## src/rtl/cic_pkg.sv

```systemverilog
// Shared types and helpers for the CIC decimator.
package cic_pkg;

   localparam int unsigned ORDER_MAX = 4;

   typedef enum logic [1:0] {
      StIdle,
      StConv,
      StStream
   } cic_state_e;

   function automatic int unsigned cic_out_w(input int unsigned order,
                                             input int unsigned max_r_log2);
      return order * max_r_log2 + 1;
   endfunction

   // A ratio of 2^0 is promoted to 2^1; anything above the maximum is clamped.
   function automatic int unsigned clamp_r_log2(input int unsigned r_log2,
                                                input int unsigned max_r_log2);
      if (r_log2 == 0) return 1;
      if (r_log2 > max_r_log2) return max_r_log2;
      return r_log2;
   endfunction

endpackage

```

## src/rtl/cic_decimator_if.sv

```systemverilog
// Sample input, configuration and result/handshake bundle for cic_decimator.
interface cic_decimator_if #(
   parameter int unsigned MAX_R_LOG2 = 8,
   parameter int unsigned OUT_W      = 17
);
   localparam int unsigned RLW = $clog2(MAX_R_LOG2 + 1);

   logic             in_valid;
   logic             x;
   logic             mode;
   logic [RLW-1:0]   r_log2;
   logic             start;
   logic [OUT_W-1:0] out_data;
   logic             out_valid;
   logic             busy;

   modport master (
      output in_valid, x, mode, r_log2, start,
      input  out_data, out_valid, busy
   );

   modport slave (
      input  in_valid, x, mode, r_log2, start,
      output out_data, out_valid, busy
   );
endinterface

```

## src/rtl/cic_comb_chain.sv

```systemverilog
// Comb (differentiator) chain with unit differential delay; the difference is combinational.
module cic_comb_chain #(
   parameter int unsigned ORDER = 2,
   parameter int unsigned OUT_W = 17
) (
   input  logic             clk_i,
   input  logic             clr_i,
   input  logic             en_i,
   input  logic [OUT_W-1:0] din_i,
   output logic [OUT_W-1:0] dout_o
);
   logic [OUT_W-1:0] dly_q [ORDER];
   logic [OUT_W-1:0] stage_in [ORDER];

   always_comb begin
      logic [OUT_W-1:0] acc;
      acc = din_i;
      for (int k = 0; k < ORDER; k++) begin
         stage_in[k] = acc;
         acc         = acc - dly_q[k];
      end
      dout_o = acc;
   end

   always_ff @(posedge clk_i) begin
      if (clr_i) begin
         for (int k = 0; k < ORDER; k++) dly_q[k] <= '0;
      end else if (en_i) begin
         for (int k = 0; k < ORDER; k++) dly_q[k] <= stage_in[k];
      end
   end
endmodule

```

## src/rtl/cic_decimator.sv

```systemverilog
// sinc^ORDER decimator for a 1-bit modulator stream, one-shot or free-running.
// Optional CIC_NORM_EN scales the result so full scale is independent of r_log2.
module cic_decimator
   import cic_pkg::*;
#(
   parameter int unsigned ORDER      = 2,
   parameter int unsigned MAX_R_LOG2 = 8,
   parameter int unsigned OUT_W      = cic_out_w(ORDER, MAX_R_LOG2)
) (
   input logic           clk,
   input logic           reset,
   cic_decimator_if.slave bus_io
);
   localparam int unsigned RLW    = $clog2(MAX_R_LOG2 + 1);
   localparam int unsigned CW     = MAX_R_LOG2;
   localparam int unsigned WARM_W = $clog2(ORDER_MAX);
   localparam logic [WARM_W-1:0] WARM_N = WARM_W'(ORDER - 1);

   cic_state_e        state_q;
   logic              mode_q;
   logic [RLW-1:0]    rlog_q;
   logic [OUT_W-1:0]  integ_q [ORDER];
   logic [OUT_W-1:0]  integ_d [ORDER];
   logic [CW-1:0]     cnt_q;
   logic [WARM_W-1:0] warm_q;
   logic [OUT_W-1:0]  out_data_q;
   logic              out_valid_q;

   int unsigned       rl_eff;
   logic [CW-1:0]     cnt_last;
   logic              accept, dec_evt, cfg_chg;
   logic              comb_clr, comb_en;
   logic [OUT_W-1:0]  comb_out, raw_res, res;

   always_comb begin
      logic [OUT_W-1:0] acc;
      rl_eff   = clamp_r_log2(32'(rlog_q), MAX_R_LOG2);
      cnt_last = {CW{1'b1}} >> (CW - rl_eff);
      accept   = bus_io.in_valid && (state_q != StIdle);
      dec_evt  = accept && (cnt_q == cnt_last);
      cfg_chg  = (bus_io.mode != mode_q) || (bus_io.r_log2 != rlog_q);
      acc      = integ_q[0] + OUT_W'(bus_io.x);
      integ_d[0] = acc;
      for (int k = 1; k < ORDER; k++) begin
         acc        = integ_q[k] + acc;
         integ_d[k] = acc;
      end
      comb_clr = reset || cfg_chg || (state_q == StIdle && mode_q);
      comb_en  = dec_evt && (state_q == StStream);
      raw_res  = (state_q == StConv) ? integ_d[ORDER-1] : comb_out;
`ifdef CIC_NORM_EN
      res = raw_res << (ORDER * (MAX_R_LOG2 - rl_eff));
`else
      res = raw_res;
`endif
   end

   cic_comb_chain #(
      .ORDER (ORDER),
      .OUT_W (OUT_W)
   ) u_comb (
      .clk_i  (clk),
      .clr_i  (comb_clr),
      .en_i   (comb_en),
      .din_i  (integ_d[ORDER-1]),
      .dout_o (comb_out)
   );

   always_ff @(posedge clk) begin
      if (reset) begin
         state_q     <= StIdle;
         mode_q      <= bus_io.mode;
         rlog_q      <= bus_io.r_log2;
         for (int k = 0; k < ORDER; k++) integ_q[k] <= '0;
         cnt_q       <= '0;
         warm_q      <= '0;
         out_data_q  <= '0;
         out_valid_q <= 1'b0;
      end else if (cfg_chg) begin
         // Re-configure from a clean slate; out_data keeps its last result.
         mode_q      <= bus_io.mode;
         rlog_q      <= bus_io.r_log2;
         for (int k = 0; k < ORDER; k++) integ_q[k] <= '0;
         cnt_q       <= '0;
         warm_q      <= '0;
         out_valid_q <= 1'b0;
         state_q     <= bus_io.mode ? StStream : StIdle;
      end else begin
         out_valid_q <= 1'b0;
         case (state_q)
            StIdle: begin
               if (mode_q || bus_io.start) begin
                  for (int k = 0; k < ORDER; k++) integ_q[k] <= '0;
                  cnt_q   <= '0;
                  warm_q  <= '0;
                  state_q <= mode_q ? StStream : StConv;
               end
            end
            StConv: begin
               if (accept) begin
                  for (int k = 0; k < ORDER; k++) integ_q[k] <= integ_d[k];
                  cnt_q <= dec_evt ? '0 : cnt_q + CW'(1);
               end
               if (dec_evt) begin
                  out_data_q  <= res;
                  out_valid_q <= 1'b1;
                  state_q     <= StIdle;
               end
            end
            StStream: begin
               if (accept) begin
                  for (int k = 0; k < ORDER; k++) integ_q[k] <= integ_d[k];
                  cnt_q <= dec_evt ? '0 : cnt_q + CW'(1);
               end
               // The first ORDER-1 comb outputs still see the cleared delays.
               if (dec_evt) begin
                  if (warm_q == WARM_N) begin
                     out_data_q  <= res;
                     out_valid_q <= 1'b1;
                  end else begin
                     warm_q <= warm_q + WARM_W'(1);
                  end
               end
            end
            default: state_q <= StIdle;
         endcase
      end
   end

   assign bus_io.out_data  = out_data_q;
   assign bus_io.out_valid = out_valid_q;
   assign bus_io.busy      = (state_q != StIdle);
endmodule

```

## src/flat_wrapper.sv

```systemverilog
// flat-port wrapper written by rule: the top's interface ports become plain ports
module cic_decimator_flat import cic_pkg::*;
#(
   parameter int unsigned ORDER      = 2,
   parameter int unsigned MAX_R_LOG2 = 8,
   parameter int unsigned OUT_W      = cic_out_w(ORDER, MAX_R_LOG2)
)
  (clk, reset, bus_io_in_valid, bus_io_x, bus_io_mode, bus_io_r_log2, bus_io_start, bus_io_out_data, bus_io_out_valid, bus_io_busy);
  cic_decimator_if #(.MAX_R_LOG2(MAX_R_LOG2), .OUT_W(OUT_W)) bus_io_i ();
  input logic clk;
  input logic reset;
  input wire logic [$bits(bus_io_i.in_valid)-1:0] bus_io_in_valid;
  input wire logic [$bits(bus_io_i.x)-1:0] bus_io_x;
  input wire logic [$bits(bus_io_i.mode)-1:0] bus_io_mode;
  input wire logic [$bits(bus_io_i.r_log2)-1:0] bus_io_r_log2;
  input wire logic [$bits(bus_io_i.start)-1:0] bus_io_start;
  output wire logic [$bits(bus_io_i.out_data)-1:0] bus_io_out_data;
  output wire logic [$bits(bus_io_i.out_valid)-1:0] bus_io_out_valid;
  output wire logic [$bits(bus_io_i.busy)-1:0] bus_io_busy;
  assign bus_io_i.in_valid = bus_io_in_valid;
  assign bus_io_i.x = bus_io_x;
  assign bus_io_i.mode = bus_io_mode;
  assign bus_io_i.r_log2 = bus_io_r_log2;
  assign bus_io_i.start = bus_io_start;
  assign bus_io_out_data = bus_io_i.out_data;
  assign bus_io_out_valid = bus_io_i.out_valid;
  assign bus_io_busy = bus_io_i.busy;
  cic_decimator #(.ORDER(ORDER), .MAX_R_LOG2(MAX_R_LOG2), .OUT_W(OUT_W)) u_core (.clk(clk), .reset(reset), .bus_io(bus_io_i));
endmodule
```

## config.mk

```make
export PLATFORM = sky130hd
export DESIGN_NAME = cic_decimator_flat
export DESIGN_NICKNAME = d
export VERILOG_FILES = /design/src/rtl/cic_pkg.sv /design/src/rtl/cic_decimator_if.sv /design/src/rtl/cic_comb_chain.sv /design/src/rtl/cic_decimator.sv /design/src/flat_wrapper.sv
export SDC_FILE = /design/constraint.sdc
export NUM_CORES = 1
export LEC_CHECK = 0
export BUFFER_PORTS_ARGS = -buffer_cell sky130_fd_sc_hd__buf_2
export CORE_MARGIN = 2
export CORE_UTILIZATION = 58
export DETAILED_ROUTE_END_ITERATION = 10
export GPL_TIMING_DRIVEN = 0
export PLACE_DENSITY = 0.72
export SLEW_MARGIN = 10
export SYNTH_ARGS = -nofsm -noshare
export SYNTH_HDL_FRONTEND = slang
export SYNTH_SLANG_ARGS = --single-unit
```

## constraint.sdc

```tcl
create_clock -name clk -period 11.3 [get_ports clk]
set_input_delay 0 -clock clk [delete_from_list [all_inputs] [get_ports clk]]
set_output_delay 0 -clock clk [all_outputs]
set_load 0.05 [all_outputs]
```

[Word-level counts from Yosys, hierarchy flattened]
Memories as Yosys holds them, arrays and structs flattened.
Cells that the tools add are included.
Widths: inputs -> output; s select.
Storage, ports and cells
  register bits after elaboration: 35
  bits in latches: 0
  memory bits (writable): 68
  bits in read-only memories: 0
  bits of input ports: 10
  output and inout port bits: 19
  word-level logic and storage cells: 133
  memories kept: 2
Operators by class
  add/subtract/negate cells: 7
  $mul: 0
  div/mod/pow operators: 0
  $lt $le $gt $ge: 1
  eq/ne operators: 15
  shift-type cells: 1
  muxes and demuxes: 68
  bitwise logic cells: 11
  reductions and logical operators: 21
Memories
  u_core.integ_q: words 2, width 17, rd ports 2, clocked after memory_dff 0, write ports 2, RTL line cic_decimator.sv:22  | logic [OUT_W-1:0] integ_q [ORDER];
  u_core.u_comb.dly_q: words 2, width 17, rd ports 2, clocked after memory_dff 0, write ports 2, RTL line cic_comb_chain.sv:12  | logic [OUT_W-1:0] dly_q [ORDER];
Operators by type and width (number)
  $mux 17: 14
  $pmux 17 s2: 1
  $sub 17x17->17: 2
  $mux 1: 33
  $mux 32: 1
  $shr 8x32->8 const A: 1
  $sub 4x32->32 const A: 1
  $mux 8: 3
  $add 17x1->17: 1
  $add 17x17->17: 1
  $mux 2: 8
  $mux 4: 4
  $pmux 8 s2: 1
  $or 1x1->1: 10
  $reduce_bool 2->1: 5
  $add 8x1->8 const B: 1
  $eq 8x8->1: 1
  $ne 2x1->1 const B: 4
  $ne 2x2->1 const B: 3
  $pmux 2 s3: 1
  $reduce_and 3->1: 2
  $reduce_and 5->1: 1
  $eq 2x1->1 const B: 2
  $gt 4x4->1 const B: 1
  other kinds (15): 22

[Logic depth before layout (Yosys ltp)]
  word-level depth: 14
  mapped depth: 29
  gate-level depth less buffers: 29

[Hierarchy]
A second synthesis with hierarchy kept.
Unflattened totals
  cells, all modules: 769
  area total of the unflattened synthesis: 7255.7 um^2
Modules (own cells, without submodules)
  cic_decimator: instances 1, cells each 477, area an instance 4458.0 um^2, seq. area each 1771.7 um^2
  cic_comb_chain: instances 1, cells each 292, area an instance 2797.7 um^2, seq. area each 1021.0 um^2

[Least setup slack after synthesis]
OpenSTA, ideal clock, no wires.
  path type: reg-to-reg
  from: register u_core.rlog_q[2]
  to: memory u_core.u_comb.dly_q[0][0], enable pin
  library setup time: 0.472 ns
  arrival time: 5.074 ns
  data required time: 10.828 ns
  slack: 5.754 ns
  cell stages (with the launch flop): 12
  buffers on the path: 1
  period minus slack after synthesis: 5.546 ns
  cells stage by stage: edfxtp_1 o21ba_2 or2_2 ha_1 buf_6 nor2b_1 o21ai_1 a21oi_1 or4_4 a2111oi_4 nand3_2 o21ai_0
RTL lines
  from (decl): RTL line cic_decimator.sv:21  | logic [RLW-1:0] rlog_q;
  from (signal assigned): RTL line cic_decimator.sv:73  | rlog_q <= bus_io.r_log2;
  from (signal assigned): RTL line cic_decimator.sv:82  | rlog_q <= bus_io.r_log2;
  to (decl): RTL line cic_comb_chain.sv:12

==> flow_metrics.tcl <==
set metrics [dict create \
    cts_resized 0 \
    grt_pass1_vias 5474 \
    globalplace.congestion 0.900 \
    grt_usage 0.259 \
    synth.avg_cell_area_um2 9.23 \
    antenna_found_initial 0 \
    die_h_um 114 \
    grt_overflow_total 0 \
    switchingPower_uw 299 \
    path_clk_slew_ps 70 \
    leakagePower_uw 0.00325 \
    fp.dieW_um 114 \
    synth_seq_area_share 0.399 \
    synth.largest_area_cell "edfxtp_1" \
    async_flop_share 0 \
    critPathMaxFanout 5 \
    syn_nets 834 \
    grt_max_degree 23 \
    cts_tree "built" \
    synth_area_um2 7010 \
    tns_ps 0 \
    internal_power_uw 663 \
    cpMaxStageDelayCell "a2111oi_0" \
    finalCritPeriodShare 0.572 \
    worstPathRequired_ps 11590 \
    coreArea_um2 11900 \
    slew_viol_final 0 \
    yosys_warnings 0 \
    dr.pass1.iters 6 \
    synth_compound_area_frac 0.146 \
    htreeDepth 3 \
    crit_path_frequent_cell "ha_1" \
    drtAntennaViolNets 0 \
    cp-end-kind "flip-flop" \
    ys_seq_elements 103 \
    routed_via_density 5.86 \
    crit_path_start_kind "flip-flop" \
    p_sw_frac 0.311 \
    synthFlopType "edfxtp_1" \
    row_count 40 \
    most-common-layout-cells "nor2_1 (109), edfxtp_1 (73), inv_1 (72)" \
    total_power_uw 961 \
    muxShareOfSynthArea 0.00804 \
    initialDrtViolationCount 312 \
    insertedDiodeCount 0 \
    clockBufferDepth 2 \
    seq_power_share 0.424 \
    min_path_type "in2reg" \
    worstSkewPairLatency_ps 360 \
    syn_to_final_growth_pct 10.1 \
    max_cap_violations 0 \
    drive_above_1_share 0.0716 \
    ios 29 \
    power_frac_comb 0.277 \
    io_buffers 28 \
    cts_root_buffer "clkbuf_16" \
    drc 0 \
    synthXorXnorAreaFrac 0.0888 \
    period_needed_ps 6460 \
    dp_hpwl_um 12300 \
    final_common_cell "nor2_1" \
    routed_wl_um 16100 \
    post_drt_wl_per_cell_um 16.8 \
    ir_worst_vdd_mv 0.0696 \
    grt_pass1_wl_um 26200 \
    max_slew_margin 0.472 \
    setup_viol 0 \
    tightest_slew_ps 772 \
    cts_buffers 9 \
    grt_setup_unrepaired "false" \
    yosysTopAreaCellShare 0.313 \
    ys_types 61 \
    synth_top_family_by_area "simple AND/OR/NAND/NOR gates" \
    fin_worst_skew_ps 8.82 \
    dieArea_um2 13000 \
    synth-edff-count 73 \
    post-cts-setup-buffers 0 \
    netlist_top_cells_area "edfxtp_1 (31%), ha_1 (11%), dfxtp_1 (8.6%)" \
    p_per_area_nw_per_um2 125 \
    worst_ep_arrival_time_ps 6750 \
    p_clk_frac 0.299 \
    synth_cells 759 \
    final_hold_viol_count 0 \
    clock_sinks 103 \
    initial_utilization 0.588 \
    nets 880 \
    synthSimpleGateAreaFrac 0.185 \
    status "complete, no violations" \
    max_freq_ghz 0.155 \
    synth-adder-area-share 0.119 \
    hold_slack_ps 167 \
    critPathKind "reg2reg" \
    vias 5608 \
    critPathMaxStageDelay_ps 630 \
]
metrics by stage:
step                 util  setup WS [ps]  cell area (um2)  cells
floorplan               -           5750             7010    759
global placement    0.615           4310             7330    934
detailed placement  0.622           4980             7410    936
CTS                 0.648           4900             7720    957
global route        0.648           4200             7720    957
finish              0.648           4840             7720    957
sequential cells by signal, summed over array words and instances (netlist names):
signal / cells
u_core.integ_q: 34
u_core.u_comb.dly_q: 34
u_core.cnt_q: 8
u_core.rlog_q: 4
u_core.bus_io.out_valid: 1
u_core.warm_q: 2
u_core.mode_q: 1
u_core.bus_io.out_data: 17
u_core.state_q: 2
layer usage:
layer	part of all wire	vias to the layer above	global-route usage
met5	0	-	0
met4	0.026	0	0.120
met3	0.047	30	0.0340
met2	0.49	137	0.454
met1	0.43	2667	0.318
li1	-	2774	-
critical path, delay by kind of cell, from the launching register on:
family / cells / cell delay (ps)
XOR/XNOR: 4 / 930
buffers and inverters: 1 / 100
AND/OR/NAND/NOR: 7 / 1590
adder cells (fa/ha/maj): 4 / 1060
AO/OA/AOI/OAI: 9 / 2360
flip-flops: 1 / 350
cells in the mapped netlist, types with 13 or more instances:
| master | count |
|---|---|
| nand3_1 | 22 |
| a211oi_1 | 21 |
| nand2_1 | 38 |
| a21oi_1 | 48 |
| edfxtp_1 | 73 |
| nor2b_1 | 27 |
| ha_1 | 62 |
| inv_1 | 72 |
| dfxtp_1 | 30 |
| xnor2_1 | 38 |
| xor2_1 | 33 |
| and4_1 | 13 |
| clkbuf_1 | 20 |
| nor2_1 | 109 |
| nor3_1 | 13 |
| o21ai_0 | 23 |
final timing paths:
check                                                     from                                      end  depth (start not counted)  slack [ps]
worst max-delay path            u_core.integ_q[0][0]$_DFFE_PP_  u_core.bus_io.out_data[16]$_SDFFE_PP0P_                         25        4840
worst max register to register  u_core.integ_q[0][0]$_DFFE_PP_  u_core.bus_io.out_data[16]$_SDFFE_PP0P_                         25        4840
worst min-delay path                                  bus_io_x           u_core.integ_q[0][0]$_DFFE_PP_                          4         170
worst min register to register   u_core.warm_q[1]$_SDFFE_PP0P_            u_core.warm_q[1]$_SDFFE_PP0P_                          2         500
final cells by class:
cell class / count / area [um2]
fillers: 1003 / 4200
multi-input cells: 559 / 3860
flip-flops and latches: 103 / 2790
inverters: 72 / 270
repair buffers: 35 / 245
clock buffers: 12 / 236
well taps: 147 / 184
plain buffers: 25 / 104
clock inverters: 4 / 22.5
logic make-up (layout without fill, tap and decap cells):
group           count (synthesis)  count (layout)
xor+xnor                       71              71
fa+ha+maj                      65              65
flops                         103             103
buf+inv                        97             148
mux                             5               5
simple gates                  265             265
compound gates                153             153
what timing repair did:
item,CTS,global route
hold buffers,5,0
setup endpoints to repair,0,0
endpoints found under the hold margin,6,0
power groups by stage:
stage | Clock (uW) | Combinational, uW | Sequential [uW]
after floorplan | 0 | 201 | 415
after global placement | 0 | 249 | 416
after detailed placement | 0 | 259 | 416
after CTS | 290 | 263 | 407
after global routing | 304 | 295 | 407
final | 288 | 266 | 407
Note: power is estimated with default switching activity, not from simulation.
